===== config.mk =====
export PLATFORM = sky130hd
export DESIGN_NAME = bp_gshare_btb
export DESIGN_NICKNAME = d
export VERILOG_FILES = /design/src/rtl/bp_pkg.sv /design/src/rtl/bp_sat_ctr.sv /design/src/rtl/bp_gshare_btb.sv
export SDC_FILE = /design/constraint.sdc
export NUM_CORES = 2
export LEC_CHECK = 0
export CAP_MARGIN = 20
export CORE_MARGIN = 8
export CORE_UTILIZATION = 45
export CTS_CLUSTER_DIAMETER = 100
export DETAILED_ROUTE_END_ITERATION = 16
export DONT_BUFFER_PORTS = 1
export SYNTH_ARGS = -nofsm -noshare
export SYNTH_HDL_FRONTEND = slang
export SYNTH_SLANG_ARGS = --single-unit

===== constraint.sdc =====
create_clock -name clk -period 11.3 [get_ports clk]
set_clock_uncertainty 0.15 [all_clocks]
set_input_delay 3.39 -clock clk [delete_from_list [all_inputs] [get_ports clk]]
set_output_delay 3.39 -clock clk [all_outputs]
set_load 0.01 [all_outputs]

===== src/rtl/bp_pkg.sv =====
// Shared types and helpers for the gshare/bimodal branch predictor with BTB.
package bp_pkg;

    typedef enum logic {BP_INIT, BP_RUN} bp_state_e;

    function automatic logic [31:0] ctr_weak_taken_f(input int unsigned ctr_bits);
        return 32'd1 << (ctr_bits - 1);
    endfunction

    function automatic logic [31:0] ctr_weak_not_taken_f(input int unsigned ctr_bits);
        return (32'd1 << (ctr_bits - 1)) - 32'd1;
    endfunction

    // Word-aligned PC bits folded with the global history, masked to the table size.
    function automatic logic [31:0] idx_f(input logic [31:0] pc, input logic [31:0] ghr,
                                          input int unsigned idx_bits);
        return ((pc >> 2) ^ ghr) & ((32'd1 << idx_bits) - 32'd1);
    endfunction

    function automatic logic [31:0] tag_f(input logic [31:0] pc, input int unsigned idx_bits,
                                          input int unsigned tag_bits);
        return (pc >> (idx_bits + 2)) & ((32'd1 << tag_bits) - 32'd1);
    endfunction

endpackage


===== src/rtl/bp_sat_ctr.sv =====
// Saturating up/down direction counter, next-value logic only.
module bp_sat_ctr #(
    parameter int unsigned CTR_BITS = 2
) (
    input  logic [CTR_BITS-1:0] cur,
    input  logic                taken,
    output logic [CTR_BITS-1:0] nxt
);

    always_comb begin
        nxt = cur;
        if (taken) begin
            if (cur != '1) nxt = cur + 1'b1;
        end else begin
            if (cur != '0) nxt = cur - 1'b1;
        end
    end

endmodule


===== src/rtl/bp_gshare_btb.sv =====
// Tagged BTB plus saturating direction counters, indexed bimodally or by PC XOR history.
module bp_gshare_btb import bp_pkg::*; #(
    parameter int unsigned ENTRIES  = 64,
    parameter int unsigned CTR_BITS = 2,
    parameter int unsigned TAG_BITS = 8,
    parameter int unsigned GHR_BITS = 0
) (
    input  logic        clk,
    input  logic        rst,
    input  logic        fetch_valid_i,
    input  logic [31:0] pc_i,
    output logic        pre_taken_o,
    output logic [31:0] pre_addr_o,
    input  logic        upd_valid_i,
    input  logic [31:0] upd_pc_i,
    input  logic        upd_cond_i,
    input  logic        upd_taken_i,
    input  logic [31:0] upd_target_i,
    input  logic        upd_mispred_i,
    output logic        busy_o,
    output logic [31:0] stat_upd_o,
    output logic [31:0] stat_mis_o
);

    localparam int unsigned IDX = $clog2(ENTRIES);
    localparam int unsigned GW  = (GHR_BITS == 0) ? 1 : GHR_BITS;
    localparam logic [CTR_BITS-1:0] CTR_WT  = CTR_BITS'(ctr_weak_taken_f(CTR_BITS));
    localparam logic [CTR_BITS-1:0] CTR_WNT = CTR_BITS'(ctr_weak_not_taken_f(CTR_BITS));

    bp_state_e           state_q, state_d;
    logic [IDX-1:0]      ptr_q, ptr_d;
    logic [GW-1:0]       ghr_q, ghr_d;
    logic [31:0]         stat_upd_q, stat_upd_d;
    logic [31:0]         stat_mis_q, stat_mis_d;

    logic                valid_q [ENTRIES];
    logic                jump_q  [ENTRIES];
    logic [TAG_BITS-1:0] tag_q   [ENTRIES];
    logic [29:0]         tgt_q   [ENTRIES];
    logic [CTR_BITS-1:0] ctr_q   [ENTRIES];

    logic                wr_en, wr_valid, wr_jump;
    logic [IDX-1:0]      wr_idx;
    logic [TAG_BITS-1:0] wr_tag;
    logic [29:0]         wr_tgt;
    logic [CTR_BITS-1:0] wr_ctr;

    logic [31:0]         ghr_ext;
    logic [IDX-1:0]      lk_idx, up_idx;
    logic [TAG_BITS-1:0] lk_tag, up_tag;
    logic [29:0]         up_tgt;
    logic                up_hit;
    logic [CTR_BITS-1:0] ctr_nxt;

    // With no history the index degenerates to plain bimodal.
    assign ghr_ext = (GHR_BITS == 0) ? 32'd0 : 32'(ghr_q);

    assign lk_idx = IDX'(idx_f(pc_i, ghr_ext, IDX));
    assign lk_tag = TAG_BITS'(tag_f(pc_i, IDX, TAG_BITS));
    assign up_idx = IDX'(idx_f(upd_pc_i, ghr_ext, IDX));
    assign up_tag = TAG_BITS'(tag_f(upd_pc_i, IDX, TAG_BITS));
    assign up_tgt = 30'(upd_target_i >> 2);
    assign up_hit = valid_q[up_idx] && (tag_q[up_idx] == up_tag);

    bp_sat_ctr #(
        .CTR_BITS(CTR_BITS)
    ) u_sat_ctr (
        .cur  (ctr_q[up_idx]),
        .taken(upd_taken_i),
        .nxt  (ctr_nxt)
    );

    // Lookup reads the registered table, so a same-cycle update is seen one cycle later.
    assign pre_taken_o = (state_q == BP_RUN) && fetch_valid_i && valid_q[lk_idx] &&
                         (tag_q[lk_idx] == lk_tag) &&
                         (jump_q[lk_idx] || ctr_q[lk_idx][CTR_BITS-1]);
    assign pre_addr_o  = pre_taken_o ? {tgt_q[lk_idx], 2'b00} : 32'd0;
    assign busy_o      = (state_q == BP_INIT);
    assign stat_upd_o  = stat_upd_q;
    assign stat_mis_o  = stat_mis_q;

    always_comb begin
        state_d    = state_q;
        ptr_d      = ptr_q;
        ghr_d      = ghr_q;
        stat_upd_d = stat_upd_q;
        stat_mis_d = stat_mis_q;
        wr_en      = 1'b0;
        wr_idx     = up_idx;
        wr_valid   = 1'b1;
        wr_jump    = jump_q[up_idx];
        wr_tag     = up_tag;
        wr_tgt     = tgt_q[up_idx];
        wr_ctr     = ctr_q[up_idx];
        unique case (state_q)
            BP_INIT: begin
                wr_en    = 1'b1;
                wr_idx   = ptr_q;
                wr_valid = 1'b0;
                wr_jump  = 1'b0;
                wr_tag   = '0;
                wr_tgt   = '0;
                wr_ctr   = CTR_WNT;
                ptr_d    = ptr_q + 1'b1;
                if (ptr_q == IDX'(ENTRIES - 1)) state_d = BP_RUN;
            end
            BP_RUN: begin
                if (upd_valid_i) begin
                    if (up_hit) begin
                        wr_en = 1'b1;
                        if (upd_cond_i) wr_ctr = ctr_nxt;
                        if (upd_taken_i) wr_tgt = up_tgt;
                    end else if (upd_taken_i) begin
                        wr_en   = 1'b1;
                        wr_jump = ~upd_cond_i;
                        wr_tgt  = up_tgt;
                        wr_ctr  = CTR_WT;
                    end
                    if (upd_cond_i && (GHR_BITS != 0)) begin
                        ghr_d = (ghr_q << 1) | GW'(upd_taken_i);
                    end
                    if (stat_upd_q != '1) stat_upd_d = stat_upd_q + 32'd1;
                    if (upd_mispred_i && (stat_mis_q != '1)) stat_mis_d = stat_mis_q + 32'd1;
                end
            end
            default: state_d = BP_INIT;
        endcase
    end

    always_ff @(posedge clk) begin
        if (!rst) begin
            state_q    <= BP_INIT;
            ptr_q      <= '0;
            ghr_q      <= '0;
            stat_upd_q <= '0;
            stat_mis_q <= '0;
        end else begin
            state_q    <= state_d;
            ptr_q      <= ptr_d;
            ghr_q      <= ghr_d;
            stat_upd_q <= stat_upd_d;
            stat_mis_q <= stat_mis_d;
        end
    end

    // Table has no reset of its own; the INIT sweep clears it.
    always_ff @(posedge clk) begin
        if (rst && wr_en) begin
            valid_q[wr_idx] <= wr_valid;
            jump_q[wr_idx]  <= wr_jump;
            tag_q[wr_idx]   <= wr_tag;
            tgt_q[wr_idx]   <= wr_tgt;
            ctr_q[wr_idx]   <= wr_ctr;
        end
    end

endmodule


==> Word-level counts from Yosys, hierarchy flattened <==
Memory sizes are Yosys's and may differ from the RTL's.
Index checks and enable logic that the tools add are counted.
{ "word_totals": {"regBits": 71, "latchBits": 0, "ram_bits": 2688, "rom_bits": 0, "out_inout_bits": 98, "word_cells": 60, "memories": 5} }
{ "memory_table": {"columns": ["memory", "words", "word_bits", "rd", "rd_ports_with_merged_regs", "wr", "line_no", "source"], "rows": [
  ["tgt_q", 64, 30, 2, 0, 1, "bp_gshare_btb.sv:39", "logic [29:0] tgt_q [ENTRIES];"],
  ["tag_q", 64, 8, 2, 0, 1, "bp_gshare_btb.sv:38", "logic [TAG_BITS-1:0] tag_q [ENTRIES];"],
  ["ctr_q", 64, 2, 2, 0, 1, "bp_gshare_btb.sv:40", "logic [CTR_BITS-1:0] ctr_q [ENTRIES];"],
  ["jump_q", 64, 1, 2, 0, 1, "bp_gshare_btb.sv:37", "logic jump_q [ENTRIES];"],
  ["valid_q", 64, 1, 2, 0, 1, "bp_gshare_btb.sv:36", "logic valid_q [ENTRIES];"]
]} }
{ "classes": {"n_addsub": 5, "mul": 0, "n_div": 0, "magnitude_cmp": 0, "n_eq_ne": 6, "shift": 0, "mux": 27, "bitwise_logic": 2, "n_reduce_logical": 11} }
{ "ops": {"columns": ["operator", "n"], "rows": [
  ["$add 32x1->32 const B", 2],
  ["$ne 32x32->1 const B", 2],
  ["$mux 30", 2],
  ["$pmux 30 s2", 1],
  ["$mux 32", 1],
  ["$eq 8x8->1", 2],
  ["$mux 2", 7],
  ["$mux 1", 11],
  ["$mux 8", 1],
  ["$logic_and 1x1->1", 7],
  ["$add 6x1->6 const B", 1],
  ["$eq 6x6->1 const B", 1],
  ["$mux 6", 1],
  ["$reduce_and 3->1", 2],
  ["$pmux 1 s2", 2],
  ["$pmux 2 s2", 1],
  ["$add 2x1->2 const B", 1],
  ["$ne 2x2->1 const B", 1],
  ["$not 1->1", 2],
  ["$reduce_bool 2->1", 1],
  ["$sub 2x1->2 const B", 1],
  ["$logic_or 1x1->1", 1]
]} }

==> Logic depth before layout (Yosys ltp) <==
An unclocked memory read counts as a cell.
{ "logic_depth": {"depth_word": 9, "depth_mapped": 16, "mapped_depth_nobuf": 10} }

==> Modules after synthesis <==
A second synthesis with hierarchy kept.
{ "unflattened": {"hier_cells": 5812, "hier_area_um2": 126248.6} }
{ "by_module_without_submodules": {"columns": ["mod", "n_inst", "cells_each", "area_per_inst_um2", "seq_area_each_um2"], "rows": [
  ["bp_gshare_btb", 1, 5809, 126222.3, 82138.8],
  ["bp_sat_ctr", 1, 3, 26.3, 0.0]
]} }

==> Worst setup path before layout <==
OpenSTA, ideal clock, no wires.
{ "synth_path": {"path_kind": "input-to-output", "startpoint": "in pc_i[2]", "endpoint": "out pre_addr_o[14]", "t_arrival_ns": 6.616, "required_ns": 7.760, "slack_ns": 1.144, "path_stages": 10, "path_buffers": 6, "path_cell_list": "buf_4 buf_4 buf_4 buf_6 clkbuf_1 buf_1 mux4_2 mux4_2 mux4_2 and2_1"} }
{ "synth_via": {"elab_chain_len": 5, "elab_cells_between_ends": 11, "classes_between": "1 x eq/ne; 1 x mux; 4 x reduce/logical; 5 x memory"} }
{ "synth_lines": {"columns": ["item", "line_no", "source"], "rows": [
  ["start, declared", "bp_gshare_btb.sv:11", "input logic [31:0] pc_i,"],
  ["$mem_v2 64x8 or $mem_v2 64x1 (tied branches)", null, null],
  ["$eq 8x8->1 or $logic_and 1x1->1 (tied branches)", "bp_gshare_btb.sv:75, bp_gshare_btb.sv:74", null],
  ["$logic_and 1x1->1", "bp_gshare_btb.sv:74", "assign pre_taken_o = (state_q == BP_RUN) && fetch_valid_i && valid_q[lk_idx] &&"],
  ["$logic_and 1x1->1", "bp_gshare_btb.sv:75", "(tag_q[lk_idx] == lk_tag) &&"],
  ["$mux 32 (*)", "bp_gshare_btb.sv:77", "assign pre_addr_o = pre_taken_o ? {tgt_q[lk_idx], 2'b00} : 32'd0;"],
  ["end, declared", "bp_gshare_btb.sv:13", "output logic [31:0] pre_addr_o,"]
]} }
Every way passes the cells marked *; elsewhere a longest branch is shown, timed or not.

==> Worst setup path in the final report <==
{ "layout_path": {"startpoint": "in pc_i[3]", "endpoint": "out pre_addr_o[16]"} }
{ "layout_via": {"elab_chain_len": 5, "elab_cells_between_ends": 11, "classes_between": "1 x eq/ne; 1 x mux; 4 x reduce/logical; 5 x memory"} }
{ "layout_lines": {"columns": ["item", "line_no", "source"], "rows": [
  ["$mem_v2 64x8 or $mem_v2 64x1 (tied branches)", null, null],
  ["$eq 8x8->1 or $logic_and 1x1->1 (tied branches)", "bp_gshare_btb.sv:75, bp_gshare_btb.sv:74", null],
  ["$logic_and 1x1->1", "bp_gshare_btb.sv:74", null],
  ["$logic_and 1x1->1 (*)", "bp_gshare_btb.sv:75", null],
  ["via pre_taken_o", "bp_gshare_btb.sv:12", "output logic pre_taken_o,"],
  ["$mux 32 (*)", "bp_gshare_btb.sv:77", null]
]} }
The timed path passes the listed nets; every way through them passes the cells marked *.

==> results.txt <==
Derived from the worst setup path, the maximum achievable clock frequency is 89.99 MHz. The area growth from synthesis to layout is 12.36%. The cell family contributing the most delay on the critical path is buffers and inverters. From bottom edge to top edge, the die measures 546.4 um. In this run, CTS created clock tree buffers numbering ~300. The wire length of the first global-routing pass came out at 561800 um.

Counting every sink on the clock net gives 2759. The worst path required time came out at 7.76 ns. The final clock period utilization by the worst path came out at between 90% and 100%. The initial DRC count came out at 9592.

The final sum of negative setup slack came out at 0 ns. The slowest stage cell on the critical path is buf_16. The number of placed I/O pins is 201. Once placement completed, the tool counted placed cells totaling 9346. The via count of the first global-routing pass came out at 69431. The count of standard-cell rows is a little under 200. The kind of path behind the tightest hold check is register to register.

The area after detailed placement came out at 132000 um^2. The flow ran to the end, but the final reports show violations. After clock tree synthesis, the flow added hold-fix buffers numbering 0. On the worst path, the slowest cell contributes a delay of 0.59 ns.

The worst supply voltage drop on vdd came out at 0.1060 mV. After synthesis, the share of flip-flops with an asynchronous set or reset is 0%. The root buffer cell is clkbuf_16.

The quantity of I/O buffers inserted on ports came out at 0. The fraction of layout cells with a size suffix above 1 came out at 37.77%. The largest total area in the synthesized netlist belongs to edfxtp_1. The area share of the leading cell type in the synthesized netlist is a little under two thirds. The clock-pin transition on the worst setup and hold timing paths is around 0.060 ns. TritonCTS built the clock tree. The number of DRC violations after detailed routing is 0.

The filler cell count is roughly 22000. The slack of the critical path is roughly 0.19 ns. Counting flops with a built-in enable in the synthesized netlist gives 2688. STA classifies the critical path endpoint as an output pin. The half-perimeter wire length after detailed placement came out at 210700 um. The floorplan core area came out at 279600 um^2. Measured against its own limit, the worst slew margin works out to -12.98%. Entering global routing, the biggest net connects 670 pins. The critical path goes through buf_16 -> buf_16 -> o211ai_1 -> o211ai_1 -> o211ai_1 -> o21ai_0 -> a211oi_1 -> a211oi_1 -> a21oi_1 -> nor4_4 -> buf_12 -> buf_12 -> and2_1 -> buf_12. The initial antenna violation count is 13. Along the worst path, the maximum fanout reaches ~160. The total number of yosys warnings is 0. Across the run, the number of max-cap violations was 0.

The average instance in the mapped netlist occupies approximately 22 um^2. In this run the register-to-register setup slack is 5.85 ns. The post-CTS setup buffer count came out at 0.

The synthesized instance count came out at between 5000 and 6000. The first-pass iteration count of the detailed router came out at 5. The routed layout has 68422 vias. The worst setup path is of the input port to output pin kind.

Setup repair after global routing left no endpoint under its margin. The slew at the pin closest to its max-slew limit is between 1.5 and 2 ns. Sorting the synthesized cells by area gives the leading types as edfxtp_1 64%, mux4_2 28%, mux2i_1 1.2%, dfxtp_1 1.1%, clkbuf_1 0.65%. The clock insertion delay at the later pin of the skew report is 0.91 ns.

Across every metal layer, demand over resource in global routing totals 26.74%. The maximum buffer depth of the clock tree came out at 4. The area of the mapped netlist came out at roughly 130000 um^2. After routing the design area is 142200 um^2. The number of vias per cell after detailed routing came out at 6.899. The die area came out at 298500 um^2. The number of gates given a new drive strength after cts came out at 0. The count of cells in the finished layout, fillers not included, comes to 9917. The final number of max-transition violations came out at 103. The hold violation total from the final report came out at 0.

The final reports fail on slew limit. The total leakage power is ~45 nW. STA classifies the critical path startpoint as an input port. The die is 546.4 um wide. The total power density per cell area is 156.3 nW/um^2. In the final routed layout, each cell accounts on average for between 40 and 50 um. The synthesized netlist contains between 60 and 70 unique library cells. Timing analysis after detailed placement gives a worst setup slack of 0.4953 ns. The initial core utilization came out at between 40% and 50%. The final weighted congestion in routability-driven placement came out at 0.8199.

The number of levels in the clock H-tree came out at 5. For this run, the register share of the synthesized area comes to 64.88%. The remaining number of nets flagged by the antenna check after routing is 0.

The arrival time of the worst setup path came out at 7.57 ns. Counting both buffers and inverters, the worst setup path holds a total of 5. The total wirelength of the detailed-routed design is 409900 um. The final critical-path required period is 11.11 ns. Among all flip-flop cells after synthesis, the most frequent one is edfxtp_1. The aggregate global routing overflow is 0. The setup-violating endpoint count in the final report came out at 0. The number of nets in the layout is 6057. The number of synthesized register bits came out at 2759.
==> metal layers <==
layer | GRT usage, % | wire length [um]
met1 | 34.81 | 149500
met2 | 44.71 | 203300
met3 | 5.165 | 37790
met4 | 10.56 | 19300
met5 | 0 | 0
==> cells in the mapped netlist, drive strengths merged, types with 12 or more instances <==
cell / instances
mux4: 1571
a21oi: 71
xor2: 23
nand3: 44
nand2b: 12
clkbuf: 222
edfxtp: 2688
mux2: 20
buf: 220
nor2: 73
dfxtp: 71
inv: 18
nor4: 18
nand4: 23
o21ai: 62
nand2: 154
and2: 90
o211ai: 31
or3: 12
a22oi: 43
a211oi: 16
mux2i: 154
xnor2: 53
nor3: 65
nor2b: 16
==> cells in the final DEF, fill, tap and decap left out, drive strengths merged, types with 20 or more instances in the layout <==
cell type | synthesis | routed
edfxtp | 2688 | 2688
clkbuf | 222 | 394
clkinv | 1 | 113
o211ai | 31 | 31
xor2 | 23 | 23
nor3 | 65 | 65
dfxtp | 71 | 71
nand4 | 23 | 23
nand2 | 154 | 154
a22oi | 43 | 43
a21oi | 71 | 71
mux2 | 20 | 20
nand3 | 44 | 44
nor2 | 73 | 73
and2 | 90 | 90
mux4 | 1571 | 1571
o21ai | 62 | 62
mux2i | 154 | 154
inv | 18 | 32
xnor2 | 53 | 53
bufinv | 0 | 23
buf | 220 | 219
==> tightest hold or removal path: cells and delay by family, from the launching register on <==
family             cells  cell delay, ns
DFF                    1            0.34
AOI/OAI and AO/OA      2            0.16
==> worst paths after layout <==
path                     start             end  cells past startpoint
hold / removal        ptr_q[3]        ptr_q[3]                      2
setup reg to reg  tag_q[17][3]   tgt_q[52][19]                     11
setup / recovery       pc_i[3]  pre_addr_o[16]                     14
hold reg to reg       ptr_q[3]        ptr_q[3]                      2
==> sequential cells by signal, summed over array words and instances (netlist names) <==
| name | flops |
|---|---|
| ptr_q | 6 |
| ctr_q | 128 |
| jump_q | 64 |
| tag_q | 512 |
| stat_upd_o | 32 |
| valid_q | 64 |
| stat_mis_o | 32 |
| tgt_q | 1920 |
| state_q | 1 |
==> area by class of cell <==
type	instances	area, um^2	area share (%)
flip-flops and latches	2759	82140	57.75
inverters	19	87.58	0.06157
clock buffers	390	8140	5.723
clock inverters	154	1465	1.030
well taps	3724	4659	3.276
diodes	3	7.507	0.005278
repair buffers	223	2526	1.776
multi-input cells	2645	43210	30.38
==> power breakdown <==
group | total (mW) | switching (mW) | internal (mW)
registers | 11.1 | 0.0137 | 11.1
clock network | 9.77 | 4.14 | 5.63
logic | 1.36 | 0.674 | 0.691
==> cell families (layout without fill, tap and decap cells) <==
family | after synthesis | in the layout | synth area share (%)
AO/OA/AOI/OAI | 287 | 287 | 1.474
adder cells (fa/ha/maj) | 3 | 3 | 0.02965
flip-flops | 2759 | 2759 | 64.88
multiplexers | 1745 | 1745 | 29.34
AND/OR/NAND/NOR | 532 | 532 | 2.110
other | 1 | 5 | 0.002962
buffers and inverters | 461 | 786 | 1.630
XOR/XNOR | 76 | 76 | 0.5258
==> metrics by stage <==
step | utilization [%] | hold WS [ns] | power, mW
2_1_floorplan | - | 0.3357 | 12.35
3_3_place_gp | 47.19 | 0.3608 | 12.42
3_5_place_dp | 47.21 | 0.3677 | 12.42
4_1_cts | 50.65 | 0.3784 | 22.12
5_1_grt | 50.87 | 0.4445 | 22.78
6_report | 50.87 | 0.3872 | 22.24
Note: power is estimated with default switching activity, not from simulation.
